<file path="src/rtl/acc_shift_seq.sv">
// -----------------------------------------------------------------------------
// acc_shift_seq
//   8-bit accumulator with a sequenced multi-bit left shift. The one-bit shift
//   itself lives in an external shifter stage: this block presents acc_data,
//   and the stage returns lshift_out ({acc_data[6:0],1'b0}) and ci_lshift
//   (acc_data[7]). Each SHIFT cycle commits one returned step, so an N-bit
//   shift takes N cycles followed by a one-cycle DONE pulse.
//
//   Configuration macro: ACC_ROTATE_EN
//     defined   -> input port rot exists; it is sampled on an accepted start.
//                  When it is 1, the bit leaving acc[7] re-enters at acc[0]
//                  (8-bit rotate left).
//     undefined -> no rot port; vacated bits are always zero (logical shift).
//
// Ports
//   clk         in   system clock, rising edge
//   rst_n       in   asynchronous active-low reset
//   load        in   load acc from load_data (ignored while busy)
//   load_data   in   [7:0] load value
//   start       in   begin shift of shamt bits (ignored while busy or with load)
//   shamt       in   [2:0] shift count, sampled on accepted start
//   rot         in   rotate select (ACC_ROTATE_EN builds only)
//   lshift_out  in   [7:0] one-bit-left-shifted acc_data from shifter stage
//   ci_lshift   in   bit shifted out of acc_data[7] from shifter stage
//   acc_data    out  [7:0] registered accumulator
//   carry       out  registered carry, last bit shifted out
//   busy        out  high while shifting
//   done        out  one-cycle completion pulse
//   zero        out  combinational acc_data == 0
// -----------------------------------------------------------------------------
module acc_shift_seq (
   input  logic       clk,
   input  logic       rst_n,
   input  logic       load,
   input  logic [7:0] load_data,
   input  logic       start,
   input  logic [2:0] shamt,
`ifdef ACC_ROTATE_EN
   input  logic       rot,
`endif
   input  logic [7:0] lshift_out,
   input  logic       ci_lshift,
   output logic [7:0] acc_data,
   output logic       carry,
   output logic       busy,
   output logic       done,
   output logic       zero
);

   typedef enum logic [1:0] {
      S_IDLE  = 2'd0,
      S_SHIFT = 2'd1,
      S_DONE  = 2'd2
   } state_t;

   state_t     r_state;
   state_t     w_state_nxt;
   logic [7:0] r_acc;
   logic [7:0] w_acc_nxt;
   logic       r_carry;
   logic       w_carry_nxt;
   logic [2:0] r_count;
   logic [2:0] w_count_nxt;
   logic       r_rot;
   logic       w_rot_nxt;

   logic       w_ready;      // IDLE or DONE: new commands may be accepted
   logic       w_load_acc;   // accepted load
   logic       w_start_acc;  // accepted start (load has priority)
   logic       w_fill;       // bit entering acc[0] on a shift step
   logic       w_rot_in;     // rot request as seen at start acceptance

`ifdef ACC_ROTATE_EN
   assign w_rot_in = rot;
`else
   assign w_rot_in = 1'b0;
`endif

   assign w_ready     = (r_state != S_SHIFT);
   assign w_load_acc  = w_ready & load;
   assign w_start_acc = w_ready & start & ~load;

   // Rotate re-injects the bit leaving acc[7]; logical shift fills with zero.
   assign w_fill = r_rot & ci_lshift;

   // ---------------------------------------------------------------------------
   // State register and datapath registers
   // ---------------------------------------------------------------------------
   always_ff @(posedge clk or negedge rst_n) begin
      if (!rst_n) begin
         r_state <= S_IDLE;
         r_acc   <= 8'h00;
         r_carry <= 1'b0;
         r_count <= 3'd0;
         r_rot   <= 1'b0;
      end else begin
         r_state <= w_state_nxt;
         r_acc   <= w_acc_nxt;
         r_carry <= w_carry_nxt;
         r_count <= w_count_nxt;
         r_rot   <= w_rot_nxt;
      end
   end

   // ---------------------------------------------------------------------------
   // Next-state and datapath update
   // ---------------------------------------------------------------------------
   always_comb begin
      w_state_nxt = r_state;
      w_acc_nxt   = r_acc;
      w_carry_nxt = r_carry;
      w_count_nxt = r_count;
      w_rot_nxt   = r_rot;

      unique case (r_state)
         S_IDLE, S_DONE: begin
            // DONE falls back to IDLE unless a new command is taken this cycle.
            w_state_nxt = S_IDLE;
            if (w_load_acc) begin
               w_acc_nxt   = load_data;
               w_carry_nxt = 1'b0;
            end else if (w_start_acc) begin
               w_rot_nxt = w_rot_in;
               if (shamt == 3'd0) begin
                  // Zero-length shift completes immediately, acc untouched.
                  w_state_nxt = S_DONE;
               end else begin
                  w_count_nxt = shamt;
                  w_state_nxt = S_SHIFT;
               end
            end
         end

         S_SHIFT: begin
            w_acc_nxt   = lshift_out | {7'b0, w_fill};
            w_carry_nxt = ci_lshift;
            w_count_nxt = r_count - 3'd1;
            if (r_count == 3'd1) begin
               w_state_nxt = S_DONE;
            end
         end

         default: begin
            w_state_nxt = S_IDLE;
         end
      endcase
   end

   // ---------------------------------------------------------------------------
   // Outputs
   // ---------------------------------------------------------------------------
   assign acc_data = r_acc;
   assign carry    = r_carry;
   assign busy     = (r_state == S_SHIFT);
   assign done     = (r_state == S_DONE);
   assign zero     = (r_acc == 8'h00);

endmodule

</file>
<file path="config.mk">
export PLATFORM = sky130hd
export DESIGN_NAME = acc_shift_seq
export DESIGN_NICKNAME = d
export VERILOG_FILES = /design/src/rtl/acc_shift_seq.sv
export SDC_FILE = /design/constraint.sdc
export NUM_CORES = 1
export LEC_CHECK = 0
export ABC_AREA = 1
export ABC_CLOCK_PERIOD_IN_PS = 1100
export CORE_MARGIN = 2
export CORE_UTILIZATION = 35
export DETAILED_ROUTE_END_ITERATION = 10
export PLACE_DENSITY = 0.8
export SLEW_MARGIN = 15
export SYNTH_ARGS = -nofsm -noshare
export SYNTH_HDL_FRONTEND = slang
export SYNTH_SLANG_ARGS = --single-unit
</file>
<file path="constraint.sdc">
create_clock -name clk -period 1.1 [get_ports clk]
set_input_delay 0.11 -clock clk [delete_from_list [all_inputs] [get_ports clk]]
set_output_delay 0.11 -clock clk [all_outputs]
set_load 0.1 [all_outputs]
</file>
; After elaboration in Yosys (flattened, before gate mapping)
; Index checks and enable logic that the tools add are counted.
[op_classes]
add_sub_neg = 1
mul = 0
div = 0
n_lt_le_gt_ge = 0
n_eq_ne = 9
shifts = 0
muxes = 13
n_bitwise = 4
n_reduce_logical = 7
[op_table]
columns = cell, n
row1 = $pmux 8 s2, 1
row2 = $mux 3, 3
row3 = $logic_not 8->1, 1
row4 = $mux 2, 4
row5 = $mux 8, 1
row6 = $ne 2x2->1 const B, 4
row7 = $pmux 3 s2, 1
row8 = $ne 2x1->1 const B, 2
row9 = $pmux 2 s2, 1
row10 = $reduce_and 4->1, 1
row11 = $and 1x1->1, 3
row12 = $eq 3x1->1 const B, 1
row13 = $logic_not 3->1, 1
row14 = $sub 3x1->3 const B, 1
row15 = $eq 2x1->1 const B, 1
row16 = $eq 2x2->1 const B, 1
row17 = $logic_not 2->1, 1
row18 = $pmux 1 s2, 1
row19 = $reduce_and 2->1, 1
row20 = $reduce_bool 2->1, 1
row21 = $reduce_or 2->1, 1
row22 = $mux 1, 1
row23 = $not 1->1, 1
[word_totals]
register_bits = 14
latchBits = 0
mem_bits_rw = 0
romBits = 0
in_bits = 24
out_inout_bits = 12
word_cells = 38
n_memories = 0

; Depth between registers and ports, before layout
; Gate-level depths: netlist of run 1.
[depth]
depth_word = 6
depth_mapped = 7
depth_no_buf = 7

; Least setup slack after synthesis of run 1
; Ideal clock, no wire load.
[synth_path]
path_type = register -> output
from = register r_acc[7] (netlist: acc_data[7])
to = output zero
arrival_time_ns = 2.268
required_time_ns = 0.990
slack_ns = -1.278
stages_incl_launch_ff = 4
path_buffers = 0
cell_sequence = dfrtp_1 nor2_1 nand2_1 nor2_1
[synth_via]
elab_chain_cells = 1
[synth_lines]
columns = element, line_no
row1 = start: declaration, 58  ; logic [7:0] r_acc;
row2 = start signal: assignment, 98  ; r_acc <= w_acc_nxt;
row3 = $logic_not 8->1, 156  ; assign zero = (r_acc == 8'h00);
row4 = end: declaration, 47  ; output logic zero
; Every way passes these cells.

; Worst setup path in the final report of run 1
[layout_path]
from = register r_acc[3] (netlist: acc_data[3])
to = output zero
; The elaborated chain is that of the path after synthesis.

==> results.txt, run 1 <==
status -> complete, but fails checks
#FFs+latches synth -> 14
Syn Nets -> 127
startpoint types -> register
Boundary Pins -> 36
share of post-route cells with drive strength above 1 -> 54.7%
area of the multi-input gates -> 542 um2
Critical path origin -> acc_data[3]
R2R cell count -> 8
Clock Skews -> 1.21 ps
GPL Wtd Cong -> 0.802
synth warn -> 0
synth top area cells -> dfrtp_1 46%, nand2_1 14%, nor2_1 9.4%, o21ai_0 6.6%, a21oi_1 5.3%
Max Cap Viol -> 0
Area Growth Syn to Fin -> 128%
setup violators final -> 21
CTS tree -> done
DP HPWL -> 1750 um
Critical Path RT -> 990 ps
CTS sink count -> 14
Skew-Pair Late Insertion Delay -> 300 ps
post-synth top area cell -> dfrtp_1
post-synth top area share -> 46.3%
Syn Area/Cell -> 7.49 um2
Clock Path Buffers -> 2
CP endpoint -> zero
Setup TNS -> -2180 ps
root buffer cell -> clkbuf_4
RSZ-0062 raised after global routing -> yes
Routed WL -> 3440 um
storage element area -> 372 um2
die area -> 2550 um2
clk slew on worst S/H paths -> 90 ps
failing checks -> negative setup slack
global-route wire length before repair -> 4090 um
Seq/Total Area, Yosys -> 46.3%
Cell Area, Synth -> 757 um2
Nets -> 188
row cnt -> 16
Mapped Cells -> 101
Final ANT Viol Nets -> 0
Hold WC Path Type -> in2async
Initial Util -> 37.8%
count of buffers from port buffering -> 35
cts bufs inserted -> 3
Starting DRT DRC Count -> 24
fin util -> 86.1%
Slew Viols, Final -> 0
chip width -> 50.5 um
Worst EP arrival -> 1300 ps
total gr overflow -> 0
RR Startpoint -> r_state[0]
Max Freq -> 0.710 GHz
drt pass-1 iters -> 4
core footprint -> 2000 um2
GR Util All Layers -> 21.9%
Unique masters post-synth -> 18
min Tclk post-route -> 1410 ps
Hold Fails Final Rpt -> 0
Worst R2R End -> r_count[0]
CP Capture Type -> primary output
drt drc -> 0
total number of vias -> 971
pin count of the biggest net entering global routing -> 15
WL per Instance -> 18.3 um
antenna violations before repair -> 0
Tightest Pin Transition -> 409 ps
R2R Setup Slk -> -100 ps
fillcell total -> 101
Final Cycle Share -> 128%
n_diodes -> 0
Max Fanout on Critical Path -> 2
Worst slew margin -> 72.6%
die height -> 50.5 um
vias in the first global route -> 895
Final Worst Setup Slack -> -309 ps
CP Class -> reg2out
DR vias/cell -> 5.16
# H-tree levels -> 1
[worst max-delay path, stage by stage, from the launching register on]
cell     delay [ps]
dfrtp_4         510
nor2_4          130
nand2_2          70
nor2_4          110
buf_12          180
[layout make-up]
type | instances | area share (%)
inverters | 7 | 1.52
well taps | 27 | 1.96
repair buffers | 57 | 41.4
multi-input cells | 79 | 31.4
flip-flops and latches | 14 | 21.6
clock buffers | 4 | 2.10
[how the worst min path moves through the flow]
stage               startpoint  slack (ps)          end  depth (start not counted)
finish                   rst_n         120  acc_data[2]                          2
global route             rst_n         130  acc_data[2]                          2
CTS                      rst_n         130  acc_data[2]                          2
detailed placement       rst_n         450  acc_data[2]                          2
global placement         rst_n         440  acc_data[2]                          2
floorplan                rst_n        -190  acc_data[4]                          0
[state kept, by name (all words and copies together), names as in the netlist]
name,cells
acc_data,8
r_count,3
r_state,2
carry,1
[what timing repair did]
action	CTS	global route
resized for setup	23	40
pin swaps	5	10
hold buffers	0	0
setup endpoints to repair	9	22
gates cloned	0	4
buffers inserted	3	5
[Yosys cell counts]
cell type	count
buf_2	1
o21ai_0	10
nor2_2	1
inv_2	1
nand2_1	29
a21oi_1	8
nand3b_1	1
nor2_1	19
nand2_4	1
nand3_1	3
o22ai_1	1
buf_6	1
buf_4	1
nand2_2	1
inv_1	6
dfrtp_1	14
xnor2_1	1
ha_1	2
[logic make-up (layout without fill, tap and decap cells)]
kind of cell / Yosys count / count (layout) / share of synthesized area, %
AOI/OAI and AO/OA: 19 / 19 / 12.7
xor gates and xnor gates: 1 / 1 / 1.16
adders and majority gates: 2 / 2 / 3.31
buffers and inverters: 10 / 68 / 6.61
DFF: 14 / 14 / 46.3
and+or+nand+nor: 55 / 57 / 29.9
[per-layer routing]
layer | GRT usage, % | routed length (um) | vias to the layer above
met5 | 0 | 0 | -
met1 | 26.1 | 1400 | 471
li1 | - | - | 449
met4 | 10.8 | 97 | 0
met2 | 37.9 | 1790 | 42
met3 | 3.57 | 150 | 9
[layout by cell type, fill, tap and decap left out, types with 2 or more instances in the layout]
cell type,synthesis,layout
dfrtp_1,14,5
buf_6,1,11
o21ai_2,0,7
ha_1,2,2
clkdlybuf4s50_1,0,23
inv_1,6,4
inv_2,1,3
a21oi_2,0,8
nand2_1,29,21
nand2_2,1,8
nor2_2,1,4
dfrtp_2,0,5
nor2_4,0,5
nand3_2,0,2
dfrtp_4,0,4
buf_4,1,7
buf_12,0,13
nor2_1,19,11
clkbuf_4,0,4
nand2_8,0,3
o21ai_0,10,2
[through the flow]
stage          cell area (um2)  worst slack, ps  hold WS (ps)  instances
6_report                  1720             -309           122        188
5_1_grt                   1720             -338           135        188
4_1_cts                   1510             -257           125        180
3_5_place_dp              1380             -162           448        173
3_3_place_gp              1380            -82.5           437        173
2_1_floorplan              797             -343          -186        101
Power of run 1 is not shown: default switching activity piles up to over one toggle a cycle in this logic, so the estimate is an artifact.
==> inputs of run 2 (changes only) <==
Settings changed: CORE_UTILIZATION 35 to 39, PLACE_DENSITY 0.8 to 0.87.
==> run 2 against run 1 <==
The run now fails in global routing (5_1_grt). Synthesized cell count stayed put. Synthesized area stayed put.
==> results.txt, run 2 <==
count of buffers from port buffering -> 35 (unchanged)
Syn Nets -> 127 (unchanged)
Mapped Cells -> 101 (unchanged)
Syn Area/Cell -> 7.49 um2 (unchanged)
row cnt -> 15 (-1)
Unique masters post-synth -> 18 (unchanged)
Top FF cell, synth -> dfrtp_1
tool error -> [ERROR DPL-0038] Utilization greater than 100%, impossible to legalize
GPL Wtd Cong -> 0.815 (+1.6%)
Boundary Pins -> 36 (unchanged)
#FFs+latches synth -> 14 (unchanged)
Post-synth EDFFs -> 0 (unchanged)
Worst EP kind -> primary output
Seq/Total Area, Yosys -> 46.3% (unchanged)
CTS sink count -> 14 (unchanged)
Post-synth top cells -> 29 x nand2_1, 19 x nor2_1, 14 x dfrtp_1, 10 x o21ai_0, 8 x a21oi_1
Initial Util -> 42.5% (+4.6 points)
DP HPWL -> 1800 um (+2.6%)
chip width -> 48.1 um (-4.9%)
Clock Path Buffers -> 2 (unchanged)
root buffer cell -> clkbuf_4
Stopped at -> global routing (5_1_grt)
dominant cell by count in the synthesized netlist -> nand2_1
# H-tree levels -> 1 (unchanged)
ys async rst share -> 100% (unchanged)
last worst endpoint in the global-route repair_timing -> zero
synth top area cells -> dfrtp_1 46%, nand2_1 14%, nor2_1 9.4%, o21ai_0 6.6%, a21oi_1 5.3%
status -> stopped before the end
post-synth top area share -> 46.3% (unchanged)
Cell Area, Synth -> 757 um2 (unchanged)
pin count of the biggest net entering global routing -> 15
die height -> 48.1 um (-4.9%)
cts bufs inserted -> 3 (unchanged)
post-synth top area cell -> dfrtp_1
synth warn -> 0 (unchanged)
run 2: cell counts after synthesis:
Identical to the previous run, type by type.
run 2: cell families after synthesis:
kind of cell,synth area share [%]
and+or+nand+nor,29.9
AOI/OAI and AO/OA,12.7
DFF,46.3
buffers and inverters,6.61
adders and majority gates,3.31
xor gates and xnor gates,1.16
run 2: stage by stage:
step | hold slack [ps] | area, um2 | instances | setup WS, ps
global placement | 442 | 1380 | 171 | -56.9
CTS | 142 | 1650 | 185 | -262
floorplan | -186 | 797 | 101 | -343
detailed placement | 444 | 1380 | 171 | -135
run 2: what timing repair did:
item,4_1_cts
endpoints found under the setup margin,16
gates resized for setup,41
hold buffers,0
pin swaps,15
cloned,3
buffers inserted,7
==> inputs of run 3 (changes only) <==
Settings changed: CORE_AREA set to 2 2 63 65, CORE_MARGIN 2 to not set, CORE_UTILIZATION 39 to not set, DIE_AREA set to 0 0 65 67, PLACE_DENSITY 0.87 to not set, PLACE_DENSITY_LB_ADDON set to 0.15.
==> run 3 against run 2 <==
The flow now finishes, with violations (negative setup slack).
==> results.txt, run 3 (synthesized netlist as in run 1, its figures left out) <==
DP HPWL -> 1720 um (-4.4%)
RSZ-0062 raised after global routing -> yes
Final Cycle Share -> 117%
Worst R2R End -> r_count[1]
# H-tree levels -> 1 (unchanged)
CP Capture Type -> primary output
die height -> 67 um (+39%)
Clock Skews -> 0.853 ps
R2R Setup Slk -> -100 ps
RR Startpoint -> r_state[0]
max reg flops -> 8
Max Fanout on Critical Path -> 2
GR peak layer -> met2
Final ANT Viol Nets -> 0
root buffer cell -> clkbuf_8
most frequent cells in the layout -> 22 x clkdlybuf4s50_1, 16 x nand2_1, 13 x buf_12
share of post-route cells with drive strength above 1 -> 57.1%
Initial Util -> 21.0% (-21 points)
Worst EP arrival -> 1180 ps
CTS tree -> done
commonest non-fill, non-tap cell in the layout -> clkdlybuf4s50_1
count of buffers from port buffering -> 35 (unchanged)
Design Area, Final -> 1830 um2
cts hold-fix bufs -> 0 (unchanged)
Max Cap Viol -> 0
R2R cell count -> 8
antenna violations before repair -> 0
CP endpoint -> zero
Boundary Pins -> 36 (unchanged)
die area -> 4360 um2
M2 GR Usage -> 18.8%
DR vias/cell -> 4.24
vias in the first global route -> 833
Critical path origin -> acc_data[2]
Max Freq -> 0.778 GHz
GR Util All Layers -> 10.9%
CP Class -> reg2out
total number of vias -> 895
drt drc -> 0
Skew-Pair Late Insertion Delay -> 240 ps
CTS sink count -> 14 (unchanged)
GR Layer Usage met1 -> 13.3%
Tightest Pin Transition -> 518 ps
min Tclk post-route -> 1290 ps
drt pass-1 iters -> 4
Starting DRT DRC Count -> 16
met3 Usage GRT -> 3.04%
Routed WL -> 2620 um
Final Worst Setup Slack -> -185 ps
Worst slew margin -> 65.4%
Nets -> 190
GPL Wtd Cong -> 0.785 (-3.8%)
status -> complete, but fails checks
chip width -> 65 um (+35%)
Area Growth Syn to Fin -> 141%
Clock Path Buffers -> 2 (unchanged)
cts bufs inserted -> 3 (unchanged)
total gr overflow -> 0
startpoint types -> register
placed inst area -> 1430 um2 (+3.2%)
Hold Fails Final Rpt -> 0
Slew Viols, Final -> 0
pin count of the biggest net entering global routing -> 15
Critical Path RT -> 990 ps
n_diodes -> 0
WL per Instance -> 12.4 um
core footprint -> 3610 um2
Setup TNS -> -1310 ps
failing checks -> negative setup slack
row cnt -> 22 (+7)
clk slew on worst S/H paths -> 60 ps
global-route wire length before repair -> 3660 um
Hold WC Path Type -> in2async
setup violators final -> 19
==> run 3: routing by layer <==
metal / vias to the layer above / wire, um
met5: - / 0
met4: 0 / 12
met3: 2 / 153
met2: 26 / 1330
met1: 421 / 1130
li1: 446 / -
==> run 3: final cells by class <==
type                            instances  area [um2]
Fill cell                             326        1780
Timing Repair Buffer                   59         723
Multi-Input combinational cell         79         591
Sequential cell                        14         372
Tap cell                               48        60.1
Clock buffer                            4        55.1
Inverter                                7        26.3
==> run 3: critical path, cell delays in order (launching register included) <==
cell and delay, ps:
dfrtp_4 490, nor2_4 110, nand2_2 60, nor2_4 100
buf_12 180
==> run 3: how the worst min path moves through the flow <==
stage | end | start
2_1_floorplan | acc_data[4] | rst_n
3_3_place_gp | r_state[0] | rst_n
4_1_cts | acc_data[7] | rst_n
5_1_grt | acc_data[7] | rst_n
6_report | acc_data[7] | rst_n
3_5_place_dp | acc_data[7] | rst_n
==> run 3: timing repair <==
action,in CTS,in global routing
gates cloned,0,5
setup endpoints to repair,7,19
gates resized for setup,17,60
pin swaps,8,17
setup buffers,5,3
endpoints found under the hold margin,0,0
==> run 3: stage by stage <==
step	cells	util (%)	worst slack, ps	hold slack, ps
after floorplan	101	-	-343	-186
after global placement	196	39.5	-91.9	451
after detailed placement	196	39.5	-98.8	455
after CTS	205	43.8	-196	203
after global routing	211	50.7	-229	206
final	211	50.7	-185	198
Power of run 3 is left out for the same reason.
==> RTL edit, RTL diff (flow settings as in run 3) <==
The option `ACC_ROTATE_EN` is turned on by a define.
--- a/src/rtl/acc_shift_seq.sv
+++ b/src/rtl/acc_shift_seq.sv
@@ -28,6 +28,8 @@
 //   done        out  one-cycle completion pulse
 //   zero        out  combinational acc_data == 0
 // -----------------------------------------------------------------------------
+`define ACC_ROTATE_EN
+
 module acc_shift_seq (
    input  logic       clk,
    input  logic       rst_n,
Interface: changed (added rot); port bits go from 36 to 37. No check against the original RTL was run, so the function may have changed too.
==> RTL edit against run 3 <==
- the run still ends with negative setup slack left
- via count up 7.4%
- fmax shrank 1.0%
- sequential cell count is 1 higher
- critical path depth stayed put
- area after synthesis increased by 8.1%
- hold slack got worse by 5.7 ps
- worst setup slack lost 13 ps
- synthesized cell count grew 9.9%
- register-to-register slack lost 20 ps
- wire length rose by 6.2%
- design area rose by 4.0%
Power is not shown: default switching activity piles up to over one toggle a cycle in this logic, so the estimate is an artifact.
==> RTL edit: results (changes against run 3) <==
[logic_synthesis]
seq_area_frac_synth=0.4587  ; was 0.4628
yosysUniqueCellTypes=17  ; was 18
synthTopCellsByArea=dfrtp_1, nand2_1, o21ai_0  ; was dfrtp_1, nand2_1, nor2_1
synth_common_cells=nand2_1, dfrtp_1, nor2_1, o21ai_0, inv_1  ; was nand2_1, nor2_1, dfrtp_1, o21ai_0, a21oi_1
syn_nets=138  ; was 127
yosys_warnings=0  ; unchanged
ys.flop_type=dfrtp_1  ; unchanged
syn_avg_cell_area_um2=7.372  ; was 7.495 µm²

[global_routing]
grt-ovfl-total=0  ; unchanged
antenna_found_initial=0  ; unchanged
grt_usage=0.1192  ; was 0.1094
grtUsageMet2=0.2178  ; was 0.1881
grt_use_met1=0.1404  ; was 0.1327
use_met3=0.02534  ; was 0.03041
first_global_vias=903  ; was 833
grt_max_degree=16  ; was 15
grt_pass1_wl_um=3995  ; was 3663 µm

[sta]
holdWs_ps=192.2  ; was 197.9 ps
slew_headroom=0.8516  ; was 0.6544
fin_ws_ps=-198.2  ; was -185.3 ps
finalSetupViolations=20  ; was 19
finClkSkew_ps=3.392  ; was 0.8527 ps
fin_setup_tns_ps=-1563  ; was -1311 ps

[setup_path]
cpMaxStageDelayCell=dfrtp_4  ; unchanged
path_delay_family=flip-flops  ; unchanged
r2r_slack_ps=-120  ; was -100 ps
cpPeakStageDelay_ps=490  ; about the same
r2r-start=r_state[1]$_DFFE_PN0P_  ; was r_state[0]$_DFFE_PN0P_
startpoint=acc_data[1]$_DFFE_PN0P_  ; was acc_data[2]$_DFFE_PN0P_
reg2reg_depth=6  ; was 8
reg2reg_to=r_state[0]$_DFFE_PN0P_  ; was r_count[1]$_DFFE_PN0P_

[cts]
cts_buffers=3  ; unchanged
postCtsSetupRepairBufs=4  ; was 5
ctsResizeCount=14  ; was 17
htree_levels=1  ; unchanged
worstSkewPairLatency_ps=240  ; about the same
clkTransAtPathRegs_ps=70

[detailed_routing]
initialDrtViolationCount=26  ; was 16
wl_um=2784  ; was 2621 µm
viasPerCell=4.329  ; was 4.242
wl_met3_um=152  ; was 153 µm
wl_met1_um=1117  ; was 1125 µm
drt_pass1_iterations=4  ; unchanged
met2WireLength_um=1481  ; was 1329 µm

[run_status]
failed_checks=negative setup slack  ; unchanged
status=finished with violations  ; unchanged

[place]
detailed_place.area_um2=1491  ; was 1425 µm²
gp_congestion=0.7588  ; was 0.7846
pre_cts_ws_ps=-172.3  ; was -98.83 ps
dp_cells=206  ; was 196
portBuffers=36  ; was 35
dp_hpwl_um=1813  ; was 1721 µm

[finish]
nFillCells=324  ; was 326
final_layout_size_suffix_gt1_frac=0.5402  ; was 0.5706
fin_cells=222  ; was 211
num-nets-final=202  ; was 190
antenna_cells=0  ; unchanged

==> RTL edit: cell types whose count changed after synthesis, sizes merged <==
cell | before | now
a21oi | 8 | 2
o22ai | 1 | 0
nand2b | 0 | 1
nand3b | 1 | 0
dfrtp | 14 | 15
o21ai | 10 | 17
inv | 7 | 11
nand3 | 3 | 4
nand2 | 31 | 41
nor2 | 20 | 16
buf | 3 | 2
xnor2 | 1 | 0
==> RTL edit: cell families after synthesis <==
logic type | count (synthesis) | share of synthesized area
AO/OA/AOI/OAI | 19 | 0.1162
adder cells (fa/ha/maj) | 2 | 0.03058
buffers and inverters | 13 | 0.07340
flip-flops | 15 | 0.4587
AND/OR/NAND/NOR | 62 | 0.3211
==> RTL edit: final cells by class <==
cell class	instances	area, µm²	area share
clock buffers	3	41.29	0.02174
clock inverters	1	5.005	0.002635
inverters	11	48.80	0.02569
multi-input cells	84	609.3	0.3208
flip-flops and latches	15	396.6	0.2088
well taps	48	60.06	0.03162
repair buffers	60	738.2	0.3887
